==> src/rtl/mem_refill_arbiter.sv <==
// Round-robin arbiter that serialises I-cache refills and D-cache refill/writeback
// line bursts onto a single word-wide main-memory port.
module mem_refill_arbiter #(
    parameter int unsigned BEATS = 4,
    localparam int unsigned BW   = $clog2(BEATS)
) (
    input  logic          i_clk,
    input  logic          i_rst_n,
    // Instruction cache (read-only)
    input  logic          i_ic_req,
    input  logic [31:0]   i_ic_addr,
    output logic [31:0]   o_ic_rdata,
    output logic          o_ic_rvalid,
    output logic          o_ic_done,
    // Data cache (refill or writeback)
    input  logic          i_dc_req,
    input  logic          i_dc_we,
    input  logic [31:0]   i_dc_addr,
    input  logic [31:0]   i_dc_wdata,
    output logic [BW-1:0] o_dc_beat,
    output logic [31:0]   o_dc_rdata,
    output logic          o_dc_rvalid,
    output logic          o_dc_done,
    // Main memory
    output logic          o_mm_req,
    output logic          o_mm_we,
    output logic [31:0]   o_mm_addr,
    output logic [31:0]   o_mm_wdata,
    input  logic          i_mm_ack,
    input  logic [31:0]   i_mm_rdata
);

    // Byte-offset bits within one line; cleared to form the burst base address.
    localparam logic [31:0] LineMask = 32'(BEATS * 4 - 1);

    typedef enum logic [1:0] {StIdle, StBurst, StFinish} state_t;

    state_t        r_state, w_state_d;
    logic [BW-1:0] r_beat, w_beat_d;
    logic          r_last_dc, w_last_dc_d;   // last completed owner was DC
    logic          r_owner_dc, w_owner_dc_d; // current burst owner is DC
    logic          r_we, w_we_d;
    logic [31:0]   r_base, w_base_d;
    logic          w_grant_dc;

    // On a tie the DC wins unless it was the last owner.
    assign w_grant_dc = i_dc_req && (!i_ic_req || !r_last_dc);
    assign o_dc_beat  = r_beat;

    // State and burst-context registers.
    always_ff @(posedge i_clk or negedge i_rst_n) begin
        if (!i_rst_n) begin
            r_state    <= StIdle;
            r_beat     <= '0;
            r_last_dc  <= 1'b0;
            r_owner_dc <= 1'b0;
            r_we       <= 1'b0;
            r_base     <= '0;
        end else begin
            r_state    <= w_state_d;
            r_beat     <= w_beat_d;
            r_last_dc  <= w_last_dc_d;
            r_owner_dc <= w_owner_dc_d;
            r_we       <= w_we_d;
            r_base     <= w_base_d;
        end
    end

    // Next-state, grant latching and memory/cache-side outputs.
    always_comb begin
        w_state_d    = r_state;
        w_beat_d     = r_beat;
        w_last_dc_d  = r_last_dc;
        w_owner_dc_d = r_owner_dc;
        w_we_d       = r_we;
        w_base_d     = r_base;
        o_mm_req     = 1'b0;
        o_mm_we      = 1'b0;
        o_mm_addr    = '0;
        o_mm_wdata   = '0;
        o_ic_rvalid  = 1'b0;
        o_dc_rvalid  = 1'b0;
        o_ic_done    = 1'b0;
        o_dc_done    = 1'b0;
        o_ic_rdata   = '0;
        o_dc_rdata   = '0;

        unique case (r_state)
            StIdle: begin
                if (i_ic_req || i_dc_req) begin
                    w_owner_dc_d = w_grant_dc;
                    w_we_d       = w_grant_dc && i_dc_we;
                    w_base_d     = (w_grant_dc ? i_dc_addr : i_ic_addr) & ~LineMask;
                    w_beat_d     = '0;
                    w_state_d    = StBurst;
                end
            end
            StBurst: begin
                o_mm_req   = 1'b1;
                o_mm_we    = r_we;
                o_mm_addr  = r_base + {{(30 - BW){1'b0}}, r_beat, 2'b00};
                o_mm_wdata = (r_owner_dc && r_we) ? i_dc_wdata : '0;
                if (i_mm_ack) begin
                    o_ic_rvalid = !r_owner_dc && !r_we;
                    o_dc_rvalid = r_owner_dc && !r_we;
                    if (r_beat == BW'(BEATS - 1)) begin
                        w_beat_d  = '0;
                        w_state_d = StFinish;
                    end else begin
                        w_beat_d = r_beat + 1'b1;
                    end
                end
            end
            StFinish: begin
                o_ic_done   = !r_owner_dc;
                o_dc_done   = r_owner_dc;
                w_last_dc_d = r_owner_dc;
                w_state_d   = StIdle;
            end
            default: w_state_d = StIdle;
        endcase

        if (o_ic_rvalid) o_ic_rdata = i_mm_rdata;
        if (o_dc_rvalid) o_dc_rdata = i_mm_rdata;
    end

endmodule

==> config.mk <==
export PLATFORM = sky130hd
export DESIGN_NAME = mem_refill_arbiter
export DESIGN_NICKNAME = d
export VERILOG_FILES = /design/src/rtl/mem_refill_arbiter.sv
export SDC_FILE = /design/constraint.sdc
export NUM_CORES = 1
export LEC_CHECK = 0
export CORE_AREA = 2 2 105 107
export DETAILED_ROUTE_END_ITERATION = 10
export DIE_AREA = 0 0 107 109
export GPL_TIMING_DRIVEN = 0
export PLACE_DENSITY = 0.71
export SYNTH_ARGS = -nofsm -noshare
export SYNTH_HDL_FRONTEND = slang
export SYNTH_SLANG_ARGS = --single-unit
==> constraint.sdc <==
create_clock -name i_clk -period 3.9 [get_ports i_clk]
set_input_delay 0.39 -clock i_clk [delete_from_list [all_inputs] [get_ports i_clk]]
set_output_delay 0.39 -clock i_clk [all_outputs]
set_load 0.05 [all_outputs]
# Word-level counts from Yosys, hierarchy flattened
# Index checks and enable logic that the tools add are counted.
# word_totals
register_bits,35
latchBits,0
ramBits,0
romBits,0
inputBits,134
word_cells,52
memories,0
# op_classes
n_addsub,2
n_mul,0
div,0
order_cmp,0
eq_ne,6
shifts,0
muxes,22
bitwise,0
n_reduce_logical,16
# op_table
operator,n
2-to-1 mux 32 bit,6
adder 32 x 4 -> 32 bit,1
2-to-1 mux 2 bit,6
2-to-1 mux 1 bit,8
one-hot mux 2 bit (2 select lines),2
!= test 2 bit (second input constant),3
AND reduction 3 bit,2
logical AND 1 bit,5
== test 2 bit (second input constant),2
logical NOT 1 bit,4
adder 2 x 1 -> 2 bit (second input constant),1
== test 2 x 1 -> 1 bit (second input constant),1
logical NOT 2 bit,1
logical OR 1 bit,2
AND reduction 2 bit,1
nonzero test 2 bit,1

# Logic depth before layout (Yosys ltp)
# depth
depth_word,5
mapped_depth,5
ltp_nobuf,4

# Least setup slack after synthesis
# OpenSTA, ideal clock, no wires.
# synth_path
kind,reg-to-output
from,register r_state[1]
to,output port o_mm_addr[10]
arrival_time_ps,1816
t_required_ps,3510
slack_ps,1694
path_stages_with_launch,4
path_cell_list,dfrtp_1 -> nor2b_1 -> clkbuf_1 -> and2_1
# synth_between
elab_chain_cells,2
# synth_rtl
element,line,text
start: declaration,38,"state_t r_state, w_state_d;"
start signal: assignment,53,r_state <= StIdle;
start signal: assignment,60,r_state <= w_state_d;
== test 2 x 1 -> 1 bit,88,unique case (r_state)
2-to-1 mux 32 bit,88,
end: declaration,27,"output logic [31:0] o_mm_addr,"
# No other way between the ends.

# Final worst setup path
# layout_path
from,input port i_mm_ack
to,output port o_ic_rdata[20]
# layout_between
elab_chain_cells,3
# layout_rtl
element,line,text
start: declaration,29,"input logic i_mm_ack,"
2-to-1 mux 1 bit,103,if (i_mm_ack) begin
2-to-1 mux 1 bit,88,
2-to-1 mux 32 bit,123,if (o_ic_rvalid) o_ic_rdata = i_mm_rdata;
end: declaration,12,"output logic [31:0] o_ic_rdata,"
# No other way between the ends.

==> load_flow_metrics.sql <==
INSERT INTO impl_metrics (metric_group, metric, value, unit) VALUES
('yosys', 'synth.yosys.seq_area_share', '0.337', ''),
('grt', 'maximum_number_of_pins_on_one_net_before_global_route_repair', '36', ''),
('cells_and_area', 'mostFrequentLayoutCell', 'clkdlybuf4s50_1', ''),
('cells_and_area', 'share_of_layout_cells_above_drive_strength_1', '0.143', ''),
('yosys', 'netlist.area_leader.share', '0.337', ''),
('yosys', 'yosys-top-cells-area', 'dfrtp_1 (34%), and2_1 (31%), mux2_2 (20%)', ''),
('clock_network', 'cts_hold_buffers', '0', ''),
('yosys', 'synthesis.instances', '264', ''),
('clock_network', 'insertion_delay', '280', 'ps'),
('cells_and_area', 'antennaDiodeCount', '0', ''),
('clock_network', 'post_cts_setup_repair_bufs', '0', ''),
('critical_path', 'worst_ep_required_time', '3510', 'ps'),
('clock_network', 'cts-resized-gates', '0', ''),
('grt', 'antenna_found_initial', '0', ''),
('place', 'place_congestion', '0.713', ''),
('sta', 'unrepaired_setup_endpoints_after_global_routing', 'no', ''),
('critical_path', 'timing.critical_path.to_type', 'primary output', ''),
('clock_network', 'clock_tree_from_tritoncts', 'yes', ''),
('power_and_ir_drop', 'power_switching', '2080', 'uW'),
('floorplan', 'std_cell_rows', '38', ''),
('cells_and_area', 'nets', '666', ''),
('yosys', 'syn-mean-instance-area', '9.84', 'sq um'),
('power_and_ir_drop', 'switching_share', '0.537', ''),
('drt', 'first_pass_iters', '4', ''),
('sta', 'period_minus_slack', '3330', 'ps'),
('power_and_ir_drop', 'intPower', '1790', 'uW'),
('grt', 'gr-total-overflow', '0', ''),
('job', 'cap_violations', '0', ''),
('critical_path', 'worstSetupStartpoint', 'i_mm_ack', ''),
('sta', 'finalSetupTns', '0', 'ps'),
('run_status', 'outcome', 'complete, no violations', ''),
('sta', 'final.period_utilization', '0.855', ''),
('floorplan', 'die_ht', '109', 'um'),
('power_and_ir_drop', 'pwr-share-clk', '0.067', ''),
('clock_network', 'post_cts_clock_slew_at_the_launch_and_capture_registers_of_the_worst_setup_and_hold_paths', '70', 'ps'),
('worst_hold_path', 'hp-class', 'in2async', ''),
('critical_path', 'critical_path.reg2reg.startpoint', 'r_state[1]$_DFFE_PN0P_', ''),
('power_and_ir_drop', 'sequential_group_share_of_total_power', '0.163', ''),
('clock_network', 'cts_made_buffers', '5', ''),
('grt', 'first_global_vias', '2846', ''),
('place', 'placed_area', '5360', 'sq um'),
('cells_and_area', 'layout_stage_area_growth_over_the_synthesis_result', '110', '%'),
('sta', 'final_max_slew_viol_count', '0', ''),
('sta', 'slew_headroom', '0.465', ''),
('critical_path', 'worst-path-max-fanout', '10', ''),
('place', 'hpwlAfterDp', '8720', 'um'),
('floorplan', 'core', '10600', 'sq um'),
('cells_and_area', 'fin_area', '5450', 'sq um'),
('cells_and_area', 'utilization', '0.514', ''),
('yosys', 'ys_warn_count', '0', ''),
('drt', 'route.detailed.vias_per_inst', '4.23', ''),
('drt', 'drt-initial-drc-count', '92', ''),
('clock_network', 'h-tree-depth', '2', ''),
('yosys', 'synth.lib_cells_used.distinct', '23', ''),
('sta', 'hold_viol_final', '0', ''),
('floorplan', 'die_width', '107', 'um'),
('floorplan', 'floorplan.io_pins', '270', ''),
('sta', 'worst_pin_slew', '803', 'ps'),
('critical_path', 'critPathLaunchType', 'primary input', ''),
('drt', 'drtAntennaViolNets', '0', ''),
('clock_network', 'cts-root-buf', 'clkbuf_8', ''),
('floorplan', 'fp.dieArea', '11700', 'sq um'),
('yosys', 'yosys_top_cell_by_area', 'dfrtp_1', ''),
('grt', 'grt_usage', '0.170', ''),
('sta', 'max_freq', '300', 'MHz'),
('power_and_ir_drop', 'cellLeakagePower', '0.00220', 'uW'),
('power_and_ir_drop', 'vdd_drop_max', '0.000415', 'V'),
('floorplan', 'start_util', '0.245', ''),
('sta', 'setup-violations-final', '0', ''),
('critical_path', 'worst-endpoint-arrival', '2940', 'ps'),
('drt', 'drc', '0', '');
[final timing paths]
check | slack (ps) | end | depth (start not counted)
max in group asynchronous | 3200 | r_we$_DFFE_PN0P_ | 1
min in group i_clk | 500 | r_last_dc$_DFFE_PN0N_ | 1
worst max-delay path | 570 | o_ic_rdata[20] | 6
worst max register to register | 2290 | r_base[13]$_DFFE_PN0P_ | 4
worst min register to register | 500 | r_last_dc$_DFFE_PN0N_ | 1
worst min-delay path | 190 | r_base[9]$_DFFE_PN0P_ | 1
[flip-flops by register name, indices dropped and copies added, names as in the netlist]
name	flops
r_last_dc	1
r_owner_dc	1
r_state	2
r_we	1
r_base	28
o_dc_beat	2
[layout make-up]
cell class | instances | area [sq um]
Fill cell | 983 | 5160
Timing Repair Buffer | 259 | 2590
Multi-Input combinational cell | 209 | 1620
Sequential cell | 35 | 876
Tap cell | 140 | 175
Buffer | 20 | 105
Clock buffer | 7 | 76.3
Clock inverter | 1 | 5.00
Inverter | 1 | 3.75
[cell families (layout without fill, tap and decap cells)]
family	Yosys count	in the layout	synth area share
AND/OR/NAND/NOR	143	143	0.337
AO/OA/AOI/OAI	7	7	0.0217
flip-flops	35	35	0.337
other	1	2	0.00144
buffers and inverters	21	288	0.0419
multiplexers	56	56	0.256
adder cells (fa/ha/maj)	1	1	0.00482
[power groups by stage]
| stage | sequential, uW | combinational (uW) | clock [uW] |
|---|---|---|---|
| after CTS | 634 | 3020 | 270 |
| after detailed placement | 641 | 3010 | 0 |
| after floorplan | 642 | 1960 | 0 |
| after global placement | 629 | 2990 | 0 |
| after global routing | 662 | 3120 | 286 |
| final | 633 | 2980 | 258 |
[through the flow]
stage	instances	hold slack, ps	worst slack (ps)
2_1_floorplan	265	94.4	1690
3_3_place_gp	664	479	579
3_5_place_dp	664	486	555
4_1_cts	672	220	518
5_1_grt	672	258	330
6_report	672	191	565
[cells in the mapped netlist]
library cell,instances
mux2_4,9
a21bo_2,1
a21o_1,2
buf_2,6
nor2_1,3
dfrtp_1,35
buf_6,2
a31o_2,2
nand2_1,3
and3_1,3
clkbuf_1,10
nor3_1,4
ha_1,1
conb_1,1
inv_1,1
buf_4,2
a22o_1,1
and2_1,127
mux2_2,47
nor2b_1,1
nand2b_1,1
o21ai_1,1
nand3b_1,1
[critical path: stages]
cell and delay [ps]:
clkdlybuf4s50_1 520, nand3b_1 190, nor3_1 490, clkbuf_1 320, and2_1 200, clkdlybuf4s50_1 830
[routing by layer]
layer / GRT usage / routed length [um]
met1: 0.186 / 3830
met2: 0.317 / 5480
met3: 0.0604 / 911
met4: 0.0343 / 114
met5: 0 / 0
(Power assumes the default switching activity.)
